==> src/rtl/datapath_ctrl_pkg.sv <==
// rtl/datapath_ctrl_pkg.sv - shared state, select and function constants for datapath_ctrl
package datapath_ctrl_pkg;

   typedef enum logic [2:0] {
      ST_IDLE  = 3'd0,
      ST_LOAD  = 3'd1,
      ST_OP_B  = 3'd2,
      ST_OP_C  = 3'd3,
      ST_OP_D  = 3'd4,
      ST_CHECK = 3'd5,
      ST_DONE  = 3'd6,
      ST_ERR   = 3'd7
   } state_t;

   localparam logic [1:0] SEL_B = 2'b00;
   localparam logic [1:0] SEL_C = 2'b01;
   localparam logic [1:0] SEL_D = 2'b10;

   localparam logic [2:0] PASS_FN_DEFAULT = 3'b000;

endpackage

==> src/rtl/datapath_ctrl_if.sv <==
// rtl/datapath_ctrl_if.sv - request/status and datapath control bundle for datapath_ctrl
interface datapath_ctrl_if;

   logic       start;
   logic [2:0] op_en;
   logic [2:0] fn_b;
   logic [2:0] fn_c;
   logic [2:0] fn_d;
   logic [3:0] passes;
   logic       ovf;
   logic       s2;
   logic       s1;
   logic       s0;
   logic       f2;
   logic       f1;
   logic       f0;
   logic       busy;
   logic       done;
   logic       err;
   logic       ovf_seen;

   modport master (
      output start, op_en, fn_b, fn_c, fn_d, passes, ovf,
      input  s2, s1, s0, f2, f1, f0, busy, done, err, ovf_seen
   );

   modport slave (
      input  start, op_en, fn_b, fn_c, fn_d, passes, ovf,
      output s2, s1, s0, f2, f1, f0, busy, done, err, ovf_seen
   );

endinterface

==> src/rtl/datapath_ctrl_op_step_sel.sv <==
// rtl/datapath_ctrl_op_step_sel.sv - finds the next enabled operand step after the current state
module op_step_sel
   import datapath_ctrl_pkg::*;
(
   input  state_t     i_state,
   input  logic [2:0] i_op_en,
   output logic       o_found,
   output state_t     o_next
);

   // Any non-OP state asks for the first enabled operand of a pass.
   always_comb begin
      o_found = 1'b0;
      o_next  = ST_CHECK;
      case (i_state)
         ST_OP_B: begin
            if (i_op_en[1]) begin
               o_found = 1'b1;
               o_next  = ST_OP_C;
            end else if (i_op_en[2]) begin
               o_found = 1'b1;
               o_next  = ST_OP_D;
            end
         end
         ST_OP_C: begin
            if (i_op_en[2]) begin
               o_found = 1'b1;
               o_next  = ST_OP_D;
            end
         end
         ST_OP_D: begin
            o_found = 1'b0;
         end
         default: begin
            if (i_op_en[0]) begin
               o_found = 1'b1;
               o_next  = ST_OP_B;
            end else if (i_op_en[1]) begin
               o_found = 1'b1;
               o_next  = ST_OP_C;
            end else if (i_op_en[2]) begin
               o_found = 1'b1;
               o_next  = ST_OP_D;
            end
         end
      endcase
   end

endmodule

==> src/rtl/datapath_ctrl.sv <==
// rtl/datapath_ctrl.sv - Moore sequencer driving datapath mux selects and ALU function
module datapath_ctrl
   import datapath_ctrl_pkg::*;
#(
   parameter logic [2:0] PASS_FN      = PASS_FN_DEFAULT,
   parameter bit         ABORT_ON_OVF = 1'b1
)(
   input  logic            i_clk,
   input  logic            i_reset,
   datapath_ctrl_if.slave  bus
);

   state_t     r_state;
   state_t     w_next;
   logic [3:0] r_pass_cnt;
   logic       r_ovf_seen;
   logic [2:0] r_op_en;
   logic [2:0] r_fn_b;
   logic [2:0] r_fn_c;
   logic [2:0] r_fn_d;
   logic [3:0] r_passes;

   logic       w_found;
   state_t     w_step;
   logic [4:0] w_cnt_inc;
   logic [4:0] w_passes_eff;
   logic [1:0] w_sel;
   logic       w_s0;
   logic [2:0] w_fn;
   logic       w_accept;
   logic       w_in_op;

   op_step_sel u_step (
      .i_state (r_state),
      .i_op_en (r_op_en),
      .o_found (w_found),
      .o_next  (w_step)
   );

   assign w_cnt_inc    = {1'b0, r_pass_cnt} + 5'd1;
   assign w_passes_eff = (r_passes == 4'd0) ? 5'd1 : {1'b0, r_passes};
   assign w_accept     = (r_state == ST_IDLE) && bus.start;
   assign w_in_op      = (r_state == ST_OP_B) || (r_state == ST_OP_C) || (r_state == ST_OP_D);

   always_ff @(posedge i_clk) begin
      if (i_reset) begin
         r_state <= ST_IDLE;
      end else begin
         r_state <= w_next;
      end
   end

   always_comb begin
      w_next = r_state;
      w_sel  = SEL_B;
      w_s0   = 1'b0;
      w_fn   = PASS_FN;
      case (r_state)
         ST_IDLE: begin
            if (bus.start) w_next = ST_LOAD;
         end
         ST_LOAD: begin
            w_s0   = 1'b1;
            w_next = w_found ? w_step : ST_DONE;
         end
         ST_OP_B, ST_OP_C, ST_OP_D: begin
            if (r_state == ST_OP_B) begin
               w_sel = SEL_B;
               w_fn  = r_fn_b;
            end else if (r_state == ST_OP_C) begin
               w_sel = SEL_C;
               w_fn  = r_fn_c;
            end else begin
               w_sel = SEL_D;
               w_fn  = r_fn_d;
            end
            if (ABORT_ON_OVF && bus.ovf) w_next = ST_ERR;
            else                         w_next = w_found ? w_step : ST_CHECK;
         end
         ST_CHECK: begin
            w_next = (w_cnt_inc < w_passes_eff) ? w_step : ST_DONE;
         end
         ST_DONE, ST_ERR: begin
            w_next = ST_IDLE;
         end
         default: begin
            w_next = ST_IDLE;
         end
      endcase
   end

   // Operands are captured only on the accepting edge so bus changes mid-sequence are ignored.
   always_ff @(posedge i_clk) begin
      if (i_reset) begin
         r_pass_cnt <= 4'd0;
         r_ovf_seen <= 1'b0;
         r_op_en    <= 3'd0;
         r_fn_b     <= PASS_FN;
         r_fn_c     <= PASS_FN;
         r_fn_d     <= PASS_FN;
         r_passes   <= 4'd0;
      end else if (w_accept) begin
         r_pass_cnt <= 4'd0;
         r_ovf_seen <= 1'b0;
         r_op_en    <= bus.op_en;
         r_fn_b     <= bus.fn_b;
         r_fn_c     <= bus.fn_c;
         r_fn_d     <= bus.fn_d;
         r_passes   <= bus.passes;
      end else if (w_in_op) begin
         r_ovf_seen <= r_ovf_seen | bus.ovf;
      end else if (r_state == ST_CHECK) begin
         r_pass_cnt <= w_cnt_inc[3:0];
      end
   end

   assign bus.s2       = w_sel[1];
   assign bus.s1       = w_sel[0];
   assign bus.s0       = w_s0;
   assign bus.f2       = w_fn[2];
   assign bus.f1       = w_fn[1];
   assign bus.f0       = w_fn[0];
   assign bus.busy     = (r_state != ST_IDLE);
   assign bus.done     = (r_state == ST_DONE) || (r_state == ST_ERR);
   assign bus.err      = (r_state == ST_ERR);
   assign bus.ovf_seen = r_ovf_seen;

endmodule

==> src/flat_wrapper.sv <==
// flat-port wrapper written by rule: the top's interface ports become plain ports
module datapath_ctrl_flat import datapath_ctrl_pkg::*;
#(
   parameter logic [2:0] PASS_FN      = PASS_FN_DEFAULT,
   parameter bit         ABORT_ON_OVF = 1'b1
)
  (i_clk, i_reset, bus_start, bus_op_en, bus_fn_b, bus_fn_c, bus_fn_d, bus_passes, bus_ovf, bus_s2, bus_s1, bus_s0, bus_f2, bus_f1, bus_f0, bus_busy, bus_done, bus_err, bus_ovf_seen);
  datapath_ctrl_if bus_i ();
  input  logic i_clk;
  input  logic i_reset;
  input wire logic [$bits(bus_i.start)-1:0] bus_start;
  input wire logic [$bits(bus_i.op_en)-1:0] bus_op_en;
  input wire logic [$bits(bus_i.fn_b)-1:0] bus_fn_b;
  input wire logic [$bits(bus_i.fn_c)-1:0] bus_fn_c;
  input wire logic [$bits(bus_i.fn_d)-1:0] bus_fn_d;
  input wire logic [$bits(bus_i.passes)-1:0] bus_passes;
  input wire logic [$bits(bus_i.ovf)-1:0] bus_ovf;
  output wire logic [$bits(bus_i.s2)-1:0] bus_s2;
  output wire logic [$bits(bus_i.s1)-1:0] bus_s1;
  output wire logic [$bits(bus_i.s0)-1:0] bus_s0;
  output wire logic [$bits(bus_i.f2)-1:0] bus_f2;
  output wire logic [$bits(bus_i.f1)-1:0] bus_f1;
  output wire logic [$bits(bus_i.f0)-1:0] bus_f0;
  output wire logic [$bits(bus_i.busy)-1:0] bus_busy;
  output wire logic [$bits(bus_i.done)-1:0] bus_done;
  output wire logic [$bits(bus_i.err)-1:0] bus_err;
  output wire logic [$bits(bus_i.ovf_seen)-1:0] bus_ovf_seen;
  assign bus_i.start = bus_start;
  assign bus_i.op_en = bus_op_en;
  assign bus_i.fn_b = bus_fn_b;
  assign bus_i.fn_c = bus_fn_c;
  assign bus_i.fn_d = bus_fn_d;
  assign bus_i.passes = bus_passes;
  assign bus_i.ovf = bus_ovf;
  assign bus_s2 = bus_i.s2;
  assign bus_s1 = bus_i.s1;
  assign bus_s0 = bus_i.s0;
  assign bus_f2 = bus_i.f2;
  assign bus_f1 = bus_i.f1;
  assign bus_f0 = bus_i.f0;
  assign bus_busy = bus_i.busy;
  assign bus_done = bus_i.done;
  assign bus_err = bus_i.err;
  assign bus_ovf_seen = bus_i.ovf_seen;
  datapath_ctrl #(.PASS_FN(PASS_FN), .ABORT_ON_OVF(ABORT_ON_OVF)) u_core (.i_clk(i_clk), .i_reset(i_reset), .bus(bus_i));
endmodule
==> config.mk <==
export PLATFORM = sky130hd
export DESIGN_NAME = datapath_ctrl_flat
export DESIGN_NICKNAME = d
export VERILOG_FILES = /design/src/rtl/datapath_ctrl_pkg.sv /design/src/rtl/datapath_ctrl_if.sv /design/src/rtl/datapath_ctrl_op_step_sel.sv /design/src/rtl/datapath_ctrl.sv /design/src/flat_wrapper.sv
export SDC_FILE = /design/constraint.sdc
export NUM_CORES = 1
export LEC_CHECK = 0
export BUFFER_PORTS_ARGS = -buffer_cell sky130_fd_sc_hd__buf_2
export CORE_MARGIN = 2
export CORE_UTILIZATION = 46
export DETAILED_ROUTE_END_ITERATION = 12
export GPL_ROUTABILITY_DRIVEN = 0
export PLACE_DENSITY = 0.77
export SLEW_MARGIN = 20
export SYNTH_ARGS = -nofsm -noshare
export SYNTH_HDL_FRONTEND = slang
export SYNTH_SLANG_ARGS = --single-unit
==> constraint.sdc <==
create_clock -name i_clk -period 1.69 [get_ports i_clk]
set_input_delay 0.338 -clock i_clk [delete_from_list [all_inputs] [get_ports i_clk]]
set_output_delay 0.338 -clock i_clk [all_outputs]
set_load 0.02 [all_outputs]
==> results of run 1 <==
-- metal layers --
layer  track usage (%)  part of all wire, %  vias up
met5                 0                    0        -
met4              5.69                 0.95        0
met3              7.53                  5.9        4
met2              37.3                   48       44
met1              27.3                   45      566
li1                  -                    -      597
-- cell usage after synthesis (all sizes together) (3+ instances only) --
cell,instances
dfxtp,24
o21ai,14
a22o,12
a21oi,11
nand2,11
inv,8
buf,6
nor2,6
a22oi,4
clkbuf,4
ha,4
nand3,4
nor3,4
or3,4
nand2b,3
nor2b,3
xor2,3
-- power groups by stage --
| stage | Clock (mW) | Sequential (mW) | Combinational (mW) |
|---|---|---|---|
| floorplan | 0 | 0.626 | 0.135 |
| CTS | 0.417 | 0.630 | 0.215 |
| detailed placement | 0 | 0.640 | 0.200 |
| global placement | 0 | 0.639 | 0.195 |
| global route | 0.441 | 0.636 | 0.265 |
| finish | 0.424 | 0.631 | 0.240 |
-- final timing paths --
| path | depth (start not counted) | from | to | slack (ns) |
|---|---|---|---|---|
| hold / removal | 3 | bus_passes[3] | u_core.r_passes[3] | 0.20 |
| hold reg to reg | 2 | u_core.bus.ovf_seen | u_core.bus.ovf_seen | 0.45 |
| setup reg to reg | 8 | u_core.r_pass_cnt[1] | u_core.r_state[2] | -0.19 |
| setup / recovery | 8 | u_core.r_pass_cnt[1] | u_core.r_state[2] | -0.19 |
-- per-stage QoR --
stage | hold slack (ns) | setup WS (ns) | util (%) | setup TNS (ns)
CTS | 0.211 | -0.123 | 64.5 | -0.237
finish | 0.202 | -0.190 | 67.0 | -0.487
global route | 0.205 | -0.239 | 67.0 | -1.03
detailed placement | 0.439 | -0.118 | 58.6 | -0.200
floorplan | 0.416 | -0.0172 | - | -0.0172
global placement | 0.429 | -0.0507 | 58.6 | -0.0507
-- cell type report --
| cell class | instances | area, sq um | area share, % |
|---|---|---|---|
| Timing Repair Buffer | 49 | 333 | 20.0 |
| Multi-Input combinational cell | 99 | 712 | 42.9 |
| Clock buffer | 3 | 22.5 | 1.36 |
| Clock inverter | 1 | 30.0 | 1.81 |
| Tap cell | 30 | 37.5 | 2.26 |
| Inverter | 8 | 30.0 | 1.81 |
| Sequential cell | 24 | 495 | 29.8 |
-- what timing repair did --
| action | CTS | global route |
|---|---|---|
| hold buffers | 0 | 0 |
| resized for setup | 22 | 12 |
| pin swaps | 5 | 6 |
| setup buffers | 4 | 3 |
| setup endpoints to repair | 18 | 13 |
-- cells by family (layout without fill, tap and decap cells) --
logic type / after synthesis / after routing / share of synthesized area [%]
buffers and inverters: 18 / 61 / 7.02
AND/OR/NAND/NOR: 41 / 41 / 17.9
AO/OA/AOI/OAI: 50 / 50 / 27.7
XOR/XNOR: 4 / 4 / 2.94
flip-flops: 24 / 24 / 40.3
adder cells (fa/ha/maj): 4 / 4 / 4.19
-- flip-flops by register name (all words and copies together), names as in the netlist --
signal and count:
u_core.r_fn_c 3, u_core.r_pass_cnt 4, u_core.r_state 3, u_core.r_op_en 3, u_core.r_fn_b 3, u_core.r_passes 4
u_core.bus.ovf_seen 1, u_core.r_fn_d 3
-- worst register-to-register path: cells and delay by family, from the launching register on --
family / cells / cell delay [ns]
adders and majority gates: 2 / 0.48
DFF: 1 / 0.39
AOI/OAI and AO/OA: 5 / 0.78
xor gates and xnor gates: 1 / 0.14
==> results.yml, run 1 <==
cts:
  clk_latency_ns: 0.32
  clk_path_buf_depth: 2
  cts.sinks: 24
  cts_tree: "built"
  numCtsBuffers: 3
  root_buffer: "clkbuf_4"
  htree_levels: 1
  clkTransAtPathRegs_ns: 0.15
critical_path:
  path_max_fanout: 3
  arrival_ns: 2.10
  crit_top_cell: "a21oi_2"
  path_delay_family: "compound AO/OA/AOI/OAI gates"
  crit_slowest_cell: "dfxtp_4"
  crit_required_ns: 1.91
  crit_type: "flop to flop"
  critPathMaxStageDelay_ns: 0.39
  crit_path_end_kind: "flop"
  cp_cell_sequence: "ha_4, xor2_1, ha_1, a21oi_2, o21ai_1, a21oi_2, o2111ai_2, a22o_1"
  crit_path_start_kind: "flop"
  worst-path-buf-inv: 0
yosys:
  synth_edf_count: 0
  yosysSeqAreaShare_pct: 40.3
  synth_seq_cells: 24
  avgSynthCellArea_sq_um: 8.47
  synthCells: 141
  yosysWarnings: 0
  synth_area_sq_mm: 0.00119
  yosysUniqueCellTypes: 34
  syn_nets: 165
  synth.area.top_cells: "dfxtp_1, a22o_1, o21ai_0, a21oi_1, ha_1"
  yosys.area.top_type_share_pct: 40.3
  synth-async-reset-ratio_pct: 0
  yosysTopAreaCell: "dfxtp_1"
  synth_top_flop_cell: "dfxtp_1"
detailed_routing:
  vias: 1211
  drc: 0
  drt_wl_total_mm: 3.05
  wl_per_cell_um: 14.3
  drtIter0Drc: 24
  vias_per_cell: 5.66
  ant_nets: 0
  drtPass1Iterations: 4
sta:
  fin_skew_ns: 0.00959
  finalSetupViolations: 6
  worst_pin_slew_ns: 0.498
  slew_violations: 0
  grt_setup_unrepaired: "yes"
  finalHoldViolations: 0
  relSlewSlack_pct: 66.8
  max_freq_ghz: 0.532
  finalCriticalPeriod_ns: 1.88
  final.period_utilization_pct: 111
  fin_ws_ns: -0.190
place:
  port-buffer-count: 29
  dpl_cell_area_sq_mm: 0.00145
  dp_hpwl_mm: 2.05
  dp.cells: 203
power:
  combPwrFrac_pct: 18.5
  finalPower_mw: 1.30
  internal_power_uw: 954
  p_per_area_mw_per_mm2: 780
  switching_power_uw: 342
  share_seq_of_total_power_pct: 48.7
  p_clk_share_pct: 32.7
  swShare_pct: 26.4
  ir_worst_vdd_mv: 0.488
  leakage_nw: 0.725
layout:
  final_common_cell: "buf_2"
  final_cell_mix: "buf_2, buf_4, dfxtp_1, a22o_1"
  n_antenna_cell: 0
  drive_gt1_share_pct: 42.4
  fin_nets: 209
  finalNonFillerCells: 214
  area_growth_pct: 39.1
  final_area_sq_mm: 0.00166
  num-fill-cells: 201
hold_path:
  hold_path_class: "input pin to flop"
global_route:
  overflow: 0
  grt_first_pass_wirelength_mm: 4.77
  grt_pass1_vias: 1082
  grt_max_degree: 17
  grt_usage_pct: 22.3
  antenna_found_initial: 0
status:
  violations: "negative setup slack"
  status: "complete, but fails checks"
floorplan:
  dieArea_sq_mm: 0.00302
  placementRows: 18
  dieWidth_um: 54.9
  die_h_um: 54.9
  start_util_pct: 48.2
  num_io_pins: 30
  core_area_sq_mm: 0.00248
job:
  max_cap_violations: 0
No activity file was read; power rests on OpenSTA's default activity.
==> run 2: changes to the inputs <==
- ABC_AREA: not set -> 1
- CORE_UTILIZATION: 46 -> 47
- PLACE_DENSITY: 0.77 -> 0.78
- clock period: 1.69 -> 1.7 ns (I/O delays scaled with it)
==> results.yml, run 2 <==
cts:
  clk_path_buf_depth: 2
  numCtsBuffers: 3
  clk_latency_ns: 0.32
  clkTransAtPathRegs_ns: 0.14
  htree_levels: 1
  cts.sinks: 24
  cts_tree: "built"
  root_buffer: "clkbuf_4"
layout:
  num-fill-cells: 199
  final_cell_mix: "nand2_1, inv_1, buf_2, dfxtp_1, buf_4"
  fin_nets: 253
  drive_gt1_share_pct: 36.8
  n_antenna_cell: 0
  reg_top3: "u_core.r_pass_cnt x4, u_core.r_passes x4"
  area_growth_pct: 41.9
  final_common_cell: "nand2_1"
place:
  dp_hpwl_mm: 2.04
  port-buffer-count: 29
  place_ws_ns: -0.0326
status:
  status: "complete, but fails checks"
  violations: "negative setup slack"
sta:
  relSlewSlack_pct: 74.7
  grt_setup_unrepaired: "yes"
  worst_pin_slew_ns: 0.380
  fin_tns_setup_ns: -0.195
  slew_violations: 0
  finalHoldViolations: 0
  fin_skew_ns: 0.0100
  final.period_utilization_pct: 105
  fin_ws_ns: -0.0844
  finalCriticalPeriod_ns: 1.78
  finalSetupViolations: 4
  max_freq_ghz: 0.560
critical_path:
  path_delay_family: "flip-flops"
  crit_path_end_kind: "primary output"
  arrival_ns: 1.44
  r2r-start: "u_core.r_pass_cnt[1]"
  reg2regPathDepth: 12
  path_max_fanout: 4
  r2r_slack_ns: -0.02
  worst-path-buf-inv: 3
  cp_cell_sequence: "inv_4, nor2_4, nand2_4, inv_1, nand2_1, a31oi_1, buf_4"
  reg2reg_to: "u_core.r_state[0]"
  crit_type: "flop to primary output"
  critPathMaxStageDelay_ns: 0.42
  crit_slowest_cell: "dfxtp_4"
  crit_required_ns: 1.36
  crit_path_start_kind: "flop"
global_route:
  antenna_found_initial: 0
  grt_usage_pct: 18.7
  grt_first_pass_wirelength_mm: 4.84
  grt_pass1_vias: 1143
  overflow: 0
  grt_max_degree: 28
detailed_routing:
  vias_per_cell: 5.08
  drtPass1Iterations: 4
  wl_per_cell_um: 11.9
  drt_wl_total_mm: 3.08
  drc: 0
  ant_nets: 0
  drtIter0Drc: 30
  vias: 1311
yosys:
  synthXorXnorAreaFrac_pct: 2.06
  synth_top_flop_cell: "dfxtp_1"
  synth_most_common_cell: "nand2_1"
  synth_seq_cells: 24
  yosysWarnings: 0
  yosys.area.top_type_share_pct: 37.7
  synth_fa_ha_area_share_pct: 3.93
  synth_edf_count: 0
  avgSynthCellArea_sq_um: 7.01
  yosys.area_share.simple_pct: 27.0
  synth_area_sq_mm: 0.00127
  yosysUniqueCellTypes: 27
  synth-async-reset-ratio_pct: 0
  muxShareOfSynthArea_pct: 0
  synth.area.top_cells: "dfxtp_1, nand2_1, inv_1, a21oi_1, o21ai_0"
  synth_top_family_by_area: "simple AND/OR/NAND/NOR gates"
  synth_commonest_cells: "nand2_1, inv_1, dfxtp_1"
  syn_nets: 206
  yosysTopAreaCell: "dfxtp_1"
  synthCells: 182
  synth_compound_area_share_pct: 17.1
  yosysSeqAreaShare_pct: 37.7
hold_path:
  hold-path-cell-count: 2
  worstHoldStart: "i_reset"
  hold_end: "u_core.r_state[2]"
  hold_path_class: "input pin to flop"
floorplan:
  num_io_pins: 30
  dieWidth_um: 56.1
  dieArea_sq_mm: 0.00315
  core_area_sq_mm: 0.00252
  start_util_pct: 50.5
  placementRows: 18
  die_h_um: 56.1
power:
  p_per_area_mw_per_mm2: 1530
  ir_worst_vdd_mv: 1.29
  leakage_nw: 0.870
job:
  max_cap_violations: 0
-- run 2: cell types whose count changed after synthesis, sizes merged, moves of 6 or more --
cell and change:
o21ai +7, inv +25, nand2 +27, nand3 +12, a22o -12, nor2 +6, a21oi +6
-- run 2: worst register-to-register path: cells and delay by family (launching register included) --
family	cells	cell delay, ns
adders and majority gates	1	0.26
DFF	1	0.40
and+or+nand+nor	9	0.66
AOI/OAI and AO/OA	1	0.13
xor gates and xnor gates	1	0.20
-- run 2: per-stage QoR --
stage | instance area, sq um | util (%) | hold WS, ns | power [mW] | std cells
after floorplan | 1280 | - | 0.409 | 1.65 | 182
after global placement | 1490 | 59.0 | 0.438 | 1.93 | 245
after detailed placement | 1490 | 59.0 | 0.448 | 1.95 | 245
after CTS | 1650 | 65.3 | 0.162 | 2.52 | 253
after global routing | 1810 | 71.7 | 0.158 | 2.97 | 258
final | 1810 | 71.7 | 0.179 | 2.76 | 258
-- run 2: worst max-delay path by stage --
stage,slack (ns),endpoint,start,cells after the start
2_1_floorplan,0.01,bus_f0,u_core.r_state[1],6
3_3_place_gp,-0.009,u_core.r_state[1],u_core.r_pass_cnt[0],10
3_5_place_dp,-0.03,u_core.r_state[1],u_core.r_pass_cnt[0],10
4_1_cts,-0.05,bus_f1,u_core.r_state[1],7
5_1_grt,-0.15,bus_f0,u_core.r_state[1],7
6_report,-0.08,bus_f0,u_core.r_state[1],7
-- run 2: power by group --
part	internal (mW)	switching, mW	total [mW]
sequential	0.732	0.141	0.873
combinational	0.606	0.868	1.47
clock	0.238	0.178	0.417
total	1.58	1.19	2.76
-- run 2: cell families (layout without fill, tap and decap cells) --
family / after synthesis / after routing
xor gates and xnor gates: 3 / 3
DFF: 24 / 24
and+or+nand+nor: 72 / 72
buffers and inverters: 37 / 83
adders and majority gates: 4 / 4
AOI/OAI and AO/OA: 42 / 42
-- run 2: routing by layer --
metal	vias to the layer above	track usage, %	share of wire [%]	wire (um)
met5	-	0	0	0
met4	0	4.08	0.49	15
met3	2	3.02	5.2	159
met2	37	31.4	49	1510
met1	589	25.1	45	1390
li1	683	-	-	-
-- run 2: what timing repair did --
action,in CTS,in global routing
pin swaps,6,13
gates resized for setup,25,27
setup endpoints to repair,6,7
setup buffers,4,5
hold buffers,0,0
-- run 2: layout make-up --
class	count	area, sq um	area share [%]
Clock buffer	3	22.5	1.24
Clock inverter	1	30.0	1.66
Inverter	33	129	7.12
Multi-Input combinational cell	121	792	43.8
Sequential cell	24	500	27.7
Tap cell	30	37.5	2.07
Timing Repair Buffer	46	298	16.5
==> run 3: changes to the inputs <==
- BUFFER_PORTS_ARGS: -buffer_cell sky130_fd_sc_hd__buf_2 -> not set
- CORE_UTILIZATION: 47 -> 52
- DONT_BUFFER_PORTS: not set -> 1
- PLACE_DENSITY: 0.78 -> 0.71
- clock period: 1.7 -> 1.8 ns (I/O delays scaled with it)
==> results.yml, run 3 (same netlist as run 2, synthesis figures left out) <==
layout:
  final_cell_mix: "nand2_1, inv_1, dfxtp_1, a21oi_1, buf_4"
  n_antenna_cell: 0
  fin_nets: 222
  final_area_sq_mm: 0.00152
  final_util_pct: 67.6
  final_common_cell: "nand2_1"
  num-fill-cells: 213
  reg_top3: "u_core.r_pass_cnt x4, u_core.r_passes x4"
  drive_gt1_share_pct: 24.5
  area_growth_pct: 19.5
  finalNonFillerCells: 224
hold_path:
  hold-path-cell-count: 1
  worstHoldStart: "i_reset"
  hold_path_class: "input pin to flop"
critical_path:
  crit_slowest_cell: "dfxtp_4"
  crit_path_end_kind: "primary output"
  crit_top_cell: "buf_4"
  worst-path-buf-inv: 3
  crit_required_ns: 1.44
  path_delay_family: "flip-flops"
  arrival_ns: 1.42
  cp_cell_sequence: "inv_2, nor2_4, buf_4, o22ai_1, a21oi_1, nor2_1, buf_4"
  path_max_fanout: 5
  critPathMaxStageDelay_ns: 0.41
  r2r-start: "u_core.r_pass_cnt[1]"
  crit_start: "u_core.r_state[1]"
  cp.depth: 7
  crit_path_start_kind: "flop"
  crit_type: "flop to primary output"
  reg2regPathDepth: 11
sta:
  worst_pin_slew_ns: 0.442
  finalCriticalPeriod_ns: 1.78
  finalHoldViolations: 0
  grt_setup_unrepaired: "yes"
  max_freq_ghz: 0.563
  fin_skew_ns: 0.00498
  relSlewSlack_pct: 70.5
  finalSetupViolations: 0
  slew_violations: 0
  final.period_utilization_pct: 98.6
cts:
  cts.sinks: 24
  clk_latency_ns: 0.31
  cts_tree: "built"
  cts_hold_buf: 0
  clkTransAtPathRegs_ns: 0.12
  htree_levels: 1
  clk_path_buf_depth: 2
  root_buffer: "clkbuf_4"
  numCtsBuffers: 3
floorplan:
  die_h_um: 53.5
  dieWidth_um: 53.5
  start_util_pct: 56.5
  core_area_sq_mm: 0.00225
  num_io_pins: 30
  dieArea_sq_mm: 0.00286
  placementRows: 17
detailed_routing:
  vias: 1204
  drt_wl_total_mm: 2.90
  wl_per_cell_um: 13.0
  vias_per_cell: 5.38
  drc: 0
  drtPass1Iterations: 4
  ant_nets: 0
  drtIter0Drc: 17
place:
  dpl_cell_area_sq_mm: 0.00135
  port-buffer-count: 0
  dp_hpwl_mm: 2.09
  dp.cells: 215
power:
  ir_worst_vdd_mv: 1.22
  p_per_area_mw_per_mm2: 1440
  leakage_nw: 0.697
job:
  max_cap_violations: 0
global_route:
  grt_max_degree: 28
  overflow: 0
  grt_first_pass_wirelength_mm: 4.62
  grt_pass1_vias: 1093
  antenna_found_initial: 0
  grt_usage_pct: 22.1
status:
  status: "complete, no violations"
==> run 3: where the power goes <==
| group | switching, mW | internal, mW |
|---|---|---|
| Combinational | 0.733 | 0.416 |
| Sequential | 0.130 | 0.689 |
| Clock | 0.151 | 0.0781 |
==> run 3: worst paths after layout <==
path / to / slack, ns
worst max-delay path: bus_f2 / 0.02
worst max register to register: u_core.r_state[1] / 0.03
worst min-delay path: u_core.r_state[2] / 0.10
worst min register to register: u_core.r_fn_c[1] / 0.46
==> run 3: layout make-up <==
| type | count | area (sq um) | share of cell area [%] |
|---|---|---|---|
| Multi-Input combinational cell | 121 | 724 | 47.5 |
| Sequential cell | 24 | 503 | 33.0 |
| Inverter | 33 | 126 | 8.29 |
| Timing Repair Buffer | 15 | 113 | 7.39 |
| Tap cell | 28 | 35.0 | 2.30 |
| Clock buffer | 3 | 22.5 | 1.48 |
==> run 3: per-layer routing <==
layer  vias to the layer above  share of wire (%)  GRT usage, %  wire length, um
met5                         -                  0             0                0
met4                         0                1.1          6.41               32
met3                         4                4.8          3.95              140
met2                        29                 47          39.3             1370
met1                       558                 47          26.9             1360
li1                        613                  -             -                -
==> run 3: stage by stage <==
step / total power, mW / setup WS [ns] / setup TNS, ns / hold WS, ns
3_5_place_dp: 1.79 / -0.0622 / -0.0622 / 0.439
2_1_floorplan: 1.56 / 0.0944 / 0 / 0.424
4_1_cts: 2.08 / -0.00519 / -0.00519 / 0.0999
5_1_grt: 2.39 / -0.0606 / -0.216 / 0.0707
6_report: 2.20 / 0.0248 / 0 / 0.100
3_3_place_gp: 1.76 / 0.0557 / 0 / 0.435
==> run 3: repair_timing <==
action                     4_1_cts  5_1_grt
setup buffers                    1        5
resized for setup               10       24
pin swaps                        1       10
setup endpoints to repair        6        7
